[src/rtl/adc_capture_ctrl.sv]
// adc_capture_ctrl: triggered dual-channel ADC capture sequencer.
// Samples are staged once (s1, with s0 the previous s1), a trigger is searched
// for while ARMED, and the triggering sample plus every (decim+1)-th sample after
// it are written to a capture buffer until capture_len samples are stored.
module adc_capture_ctrl #(
  parameter int ADDR_W = 10,
  parameter int DATA_W = 12
) (
  input  logic                  sys_clk,
  input  logic                  rst_n,
  input  logic [DATA_W-1:0]     ad_data_ch0,
  input  logic [DATA_W-1:0]     ad_data_ch1,
  input  logic                  arm,
  input  logic                  abort,
  input  logic [1:0]            trig_mode,
  input  logic [DATA_W-1:0]     trig_level,
  input  logic                  ext_trig,
  input  logic [7:0]            decim,
  input  logic [ADDR_W:0]       capture_len,
  output logic                  wr_en,
  output logic [ADDR_W-1:0]     wr_addr,
  output logic [2*DATA_W-1:0]   wr_data,
  output logic                  busy,
  output logic                  done,
  output logic [ADDR_W-1:0]     trig_addr
);

  typedef enum logic [1:0] {
    S_IDLE,
    S_ARMED,
    S_CAPTURE,
    S_DONE
  } state_t;

  localparam logic [ADDR_W:0] FULL_LEN = {1'b1, {ADDR_W{1'b0}}};
  localparam logic [ADDR_W:0] ONE_LEN  = {{ADDR_W{1'b0}}, 1'b1};

  state_t              state_q;
  logic [DATA_W-1:0]   s1_ch0_q;
  logic [DATA_W-1:0]   s1_ch1_q;
  logic [DATA_W-1:0]   s0_ch0_q;
  logic                ext_q;

  logic [1:0]          mode_q;
  logic [DATA_W-1:0]   level_q;
  logic [7:0]          decim_q;
  logic [ADDR_W:0]     len_q;

  logic [7:0]          dcnt_q;
  logic [ADDR_W-1:0]   next_q;

  logic                wr_en_q;
  logic [ADDR_W-1:0]   wr_addr_q;
  logic [2*DATA_W-1:0] wr_data_q;
  logic                busy_q;
  logic                done_q;

  logic                trig_hit;
  logic                last_wr;

  assign wr_en     = wr_en_q;
  assign wr_addr   = wr_addr_q;
  assign wr_data   = wr_data_q;
  assign busy      = busy_q;
  assign done      = done_q;
  assign trig_addr = '0;

  // Sample staging and ext_trig edge history, updated in every state.
  always_ff @(posedge sys_clk or negedge rst_n) begin
    if (!rst_n) begin
      s1_ch0_q <= '0;
      s1_ch1_q <= '0;
      s0_ch0_q <= '0;
      ext_q    <= 1'b0;
    end else begin
      s1_ch0_q <= ad_data_ch0;
      s1_ch1_q <= ad_data_ch1;
      s0_ch0_q <= s1_ch0_q;
      ext_q    <= ext_trig;
    end
  end

  // Trigger condition for the latched mode; reserved mode 3 behaves as immediate.
  always_comb begin
    trig_hit = 1'b1;
    case (mode_q)
      2'd1:    trig_hit = (s0_ch0_q < level_q) && (s1_ch0_q >= level_q);
      2'd2:    trig_hit = ext_trig & ~ext_q;
      default: trig_hit = 1'b1;
    endcase
    last_wr = ({1'b0, next_q} == (len_q - ONE_LEN));
  end

  // Capture sequencer with registered write strobe, address, data and status.
  always_ff @(posedge sys_clk or negedge rst_n) begin
    if (!rst_n) begin
      state_q   <= S_IDLE;
      wr_en_q   <= 1'b0;
      wr_addr_q <= '0;
      wr_data_q <= '0;
      busy_q    <= 1'b0;
      done_q    <= 1'b0;
      mode_q    <= '0;
      level_q   <= '0;
      decim_q   <= '0;
      len_q     <= '0;
      dcnt_q    <= '0;
      next_q    <= '0;
    end else begin
      wr_en_q <= 1'b0;
      if (abort) begin
        state_q <= S_IDLE;
        busy_q  <= 1'b0;
        done_q  <= 1'b0;
      end else begin
        case (state_q)
          S_IDLE, S_DONE: begin
            if (arm) begin
              mode_q  <= trig_mode;
              level_q <= trig_level;
              decim_q <= decim;
              len_q   <= (capture_len == '0) ? FULL_LEN : capture_len;
              done_q  <= 1'b0;
              busy_q  <= 1'b1;
              state_q <= S_ARMED;
            end else if (state_q == S_DONE) begin
              // done follows one cycle behind entry to DONE, so the final
              // write cycle itself shows busy low and done still low.
              done_q <= 1'b1;
            end
          end
          S_ARMED: begin
            if (trig_hit) begin
              wr_en_q   <= 1'b1;
              wr_addr_q <= '0;
              wr_data_q <= {s1_ch1_q, s1_ch0_q};
              next_q    <= ADDR_W'(1);
              dcnt_q    <= (decim_q == '0) ? '0 : 8'd1;
              if (len_q == ONE_LEN) begin
                state_q <= S_DONE;
                busy_q  <= 1'b0;
              end else begin
                state_q <= S_CAPTURE;
              end
            end
          end
          S_CAPTURE: begin
            dcnt_q <= (dcnt_q == decim_q) ? '0 : dcnt_q + 8'd1;
            if (dcnt_q == '0) begin
              wr_en_q   <= 1'b1;
              wr_addr_q <= next_q;
              wr_data_q <= {s1_ch1_q, s1_ch0_q};
              next_q    <= next_q + ADDR_W'(1);
              if (last_wr) begin
                state_q <= S_DONE;
                busy_q  <= 1'b0;
              end
            end
          end
          default: state_q <= S_IDLE;
        endcase
      end
    end
  end

endmodule

[config.mk]
export PLATFORM = sky130hd
export DESIGN_NAME = adc_capture_ctrl
export DESIGN_NICKNAME = d
export VERILOG_FILES = /design/src/rtl/adc_capture_ctrl.sv
export SDC_FILE = /design/constraint.sdc
export NUM_CORES = 1
export LEC_CHECK = 0
export CAP_MARGIN = 30
export CORE_UTILIZATION = 53
export DETAILED_ROUTE_END_ITERATION = 16
export GPL_TIMING_DRIVEN = 0
export PLACE_DENSITY = 0.81
export SLEW_MARGIN = 5
export SYNTH_ARGS = -nofsm -noshare
export SYNTH_HDL_FRONTEND = slang
export SYNTH_SLANG_ARGS = --single-unit
export TNS_END_PERCENT = 20
[constraint.sdc]
create_clock -name sys_clk -period 3.4 [get_ports sys_clk]
set_clock_uncertainty 0.2 [all_clocks]
set_input_delay 0.34 -clock sys_clk [delete_from_list [all_inputs] [get_ports sys_clk]]
set_output_delay 0.34 -clock sys_clk [all_outputs]
set_load 0.1 [all_outputs]
==> flow_summary.json <==
{
  "status": "completed",
  "insertion_delay_ps": 540,
  "avgSynthCellArea_um2": 12.2,
  "antenna_found_initial": 0,
  "crit_required_ps": 3660,
  "r2r-start": "s1_ch0_q[7]",
  "cts_sinks": 127,
  "grtUsageTotal_pct": 24.9,
  "synth_edf_count": 0,
  "ys_seq_area_share_pct": 53.7,
  "place_ws_ps": 358,
  "htree_levels": 4,
  "core_area_um2": 10800,
  "fmax_ghz": 0.319,
  "worst_r2r_endpoint": "next_q[7]",
  "clk_pin_slew_ps": 60,
  "drive_above_1_share_pct": 16.9,
  "cts_root_buffer": "clkbuf_8",
  "grt_pass1_wl_um": 21800,
  "cts_tree": "done",
  "worst_setup_path_start_kind": "register",
  "worst_slew_pin_slew_ps": 996,
  "cp-endpoint": "next_q[7]",
  "final-hold-violation-count": 0,
  "hpwl_um": 9090,
  "ios": 109,
  "diodes": 0,
  "placed_area_um2": 7130,
  "postCtsSetupRepairBufs": 0,
  "power.density_nw_per_um2": 975,
  "max-cap-violations": 0,
  "totalPowerFinal_uw": 7510,
  "r2r_cells": 10,
  "synth.distinct_cells": 57,
  "yosysTopAreaCell": "dfrtp_1",
  "synth.top_cell.area_share_pct": 53.7,
  "start_util_pct": 54.5,
  "syn_to_final_growth_pct": 30.2,
  "fill_cells": 778,
  "ys_ff_latch": 127,
  "vias_per_cell": 5.65,
  "critPathKind": "register to register",
  "globalplace.congestion": 0.815,
  "grt_max_degree": 88,
  "crit_path_end_kind": "register",
  "routedWlPerCell_um": 17.2,
  "route.detailed.drc": 0,
  "cts_buffer_depth": 2,
  "synthTopCellsByArea": "dfrtp_1 54%, mux2_2 8.6%, ha_1 7.0%",
  "routed_wirelength_um": 13200,
  "grt_overflow": 0,
  "rows": 38,
  "worst_ep_arrival_time_ps": 3400,
  "setup_viol": 0,
  "period_share_pct": 92.3,
  "leakagePower_uw": 0.00338,
  "num_vias": 4337,
  "portBuffers": 98,
  "grt_setup_unrepaired": "no",
  "final_antenna_net_count": 0,
  "die-area_um2": 11600,
  "die_y_um": 108,
  "fin_tns_setup_ps": 0,
  "seq_area_um2": 3180,
  "reg2reg_setup_slack_ps": 260,
  "ys.flop_type": "dfrtp_1",
  "hp-class": "primary input to register",
  "ir_worst_vdd_mv": 0.828,
  "grt_pass1_vias": 4687,
  "nNetsFinal": 709,
  "fin_crit_ps": 3140,
  "drv_slew": 0,
  "cts_buffers": 17,
  "multi_input_area_um2": 2520,
  "crit_start": "s1_ch0_q[7]",
  "cp_max_fo": 10,
  "synth.cell_area_um2": 5910,
  "layout_setup_ws_ps": 261,
  "postLayoutCellArea_um2": 7700,
  "drt_iter0_markers": 165,
  "slew_headroom_pct": 33.4,
  "async_reset_ff_share_pct": 100,
  "ys_warn_count": 0,
  "drtPass1Iterations": 6,
  "synth_cells": 486,
  "die_x_um": 108
}
## sequential cells by signal, indices dropped and copies added (netlist names), 8 cells and up
register / cells
dcnt_q: 8
s1_ch0_q: 12
s1_ch1_q: 12
len_q: 11
wr_addr: 10
decim_q: 8
level_q: 12
wr_data: 24
next_q: 10
s0_ch0_q: 12
## worst max-delay path, cell delays in order (launching register included)
cell,delay (ps)
dfrtp_1,410
ha_1,320
a21oi_1,160
o21ai_1,110
a221oi_1,410
nand2_1,190
a21boi_2,340
buf_6,190
clkbuf_1,400
o31ai_1,180
a21oi_1,150
## layout by cell type, fill, tap and decap left out, types with 3 or more instances in the layout
| cell type | Yosys | routed |
|---|---|---|
| inv_1 | 25 | 25 |
| nor2_1 | 17 | 17 |
| nand2_1 | 18 | 18 |
| buf_2 | 3 | 3 |
| inv_6 | 0 | 10 |
| conb_1 | 1 | 10 |
| nor2b_1 | 3 | 3 |
| and2_1 | 5 | 5 |
| o21ai_0 | 12 | 12 |
| a21oi_1 | 18 | 18 |
| o31ai_1 | 16 | 16 |
| nand3_1 | 8 | 8 |
| a22o_1 | 11 | 11 |
| buf_4 | 12 | 12 |
| ha_1 | 33 | 33 |
| nand4_1 | 7 | 7 |
| nand2b_1 | 8 | 8 |
| or3_1 | 5 | 5 |
| mux2_1 | 11 | 11 |
| nor3b_1 | 4 | 4 |
| clkbuf_1 | 10 | 9 |
| dfrtp_1 | 127 | 127 |
| xnor2_1 | 14 | 14 |
| and3_1 | 7 | 7 |
| nor3_1 | 7 | 7 |
| xor2_1 | 4 | 4 |
| a31oi_1 | 4 | 4 |
| clkdlybuf4s50_1 | 0 | 97 |
| clkbuf_16 | 0 | 16 |
| nor4_1 | 7 | 7 |
| mux2_2 | 45 | 45 |
| o21ai_1 | 3 | 3 |
| or4_1 | 5 | 5 |
## Yosys cell counts, types with 3 or more instances
master	count
o31ai_1	16
a21oi_1	18
nor3b_1	4
or4_1	5
dfrtp_1	127
nand4_1	7
buf_2	3
a31oi_1	4
nand3_1	8
ha_1	33
nand2b_1	8
nand2_1	18
nor2b_1	3
nor4_1	7
xor2_1	4
buf_4	12
and3_1	7
nor3_1	7
xnor2_1	14
clkbuf_1	10
nor2_1	17
a22o_1	11
inv_1	25
o21ai_1	3
mux2_1	11
mux2_2	45
and2_1	5
or3_1	5
o21ai_0	12
## per-stage QoR
| step | util (%) | std cells | hold WS, ps |
|---|---|---|---|
| after floorplan | - | 495 | -156 |
| after CTS | 71.0 | 767 | 30.5 |
| after global routing | 71.0 | 767 | 33.8 |
| after detailed placement | 65.8 | 734 | 82.1 |
| final | 71.0 | 767 | 36.3 |
| after global placement | 65.5 | 733 | 189 |
## per-layer routing
layer	up-vias	track usage, %	share of wire (%)
li1	2004	-	-
met1	2122	28.8	39
met2	166	42.3	51
met3	45	6.72	6.3
met4	0	12.9	3.6
met5	-	0	0
## worst min-delay path by stage
stage | start | slack (ps) | end | cells after the start
global placement | s1_ch0_q[1] | 190 | s0_ch0_q[1] | 0
global route | ad_data_ch0[8] | 30 | s1_ch0_q[8] | 1
CTS | ad_data_ch1[9] | 30 | s1_ch1_q[9] | 1
floorplan | rst_n | -160 | busy | 0
finish | ad_data_ch1[4] | 40 | s1_ch1_q[4] | 1
detailed placement | rst_n | 80 | len_q[4] | 1
## cell families (layout without fill, tap and decap cells)
family,count (synthesis),in the layout,synth area share (%)
DFF,127,127,53.7
and+or+nand+nor,112,112,11.1
AOI/OAI and AO/OA,86,86,10.2
muxes,58,58,11.0
buffers and inverters,51,183,4.19
adders and majority gates,33,33,6.98
xor gates and xnor gates,18,18,2.67
other,1,10,0.0634
## layout make-up
| cell class | count | share of cell area [%] |
|---|---|---|
| multi-input combinational | 317 | 32.7 |
| sequential | 127 | 41.3 |
| inverter | 25 | 1.22 |
| buffer | 26 | 2.01 |
| clock inverter | 15 | 1.87 |
| tap | 140 | 2.27 |
| timing repair buffer | 100 | 13.2 |
| clock buffer | 17 | 5.38 |
## power by group
| group | total (uW) | internal, uW | leakage, uW | switching [uW] |
|---|---|---|---|---|
| sequential | 2300 | 1940 | 0.00155 | 362 |
| clock | 1720 | 990 | 0.000276 | 734 |
| combinational | 3490 | 1210 | 0.00155 | 2280 |
## timing repair
action / in CTS / in global routing
resized for setup: 0 / 2
hold buffers: 1 / 0
setup endpoints to repair: 0 / 1
hold endpoints to repair: 127 / 0
Note: power is estimated with default switching activity, not from simulation.
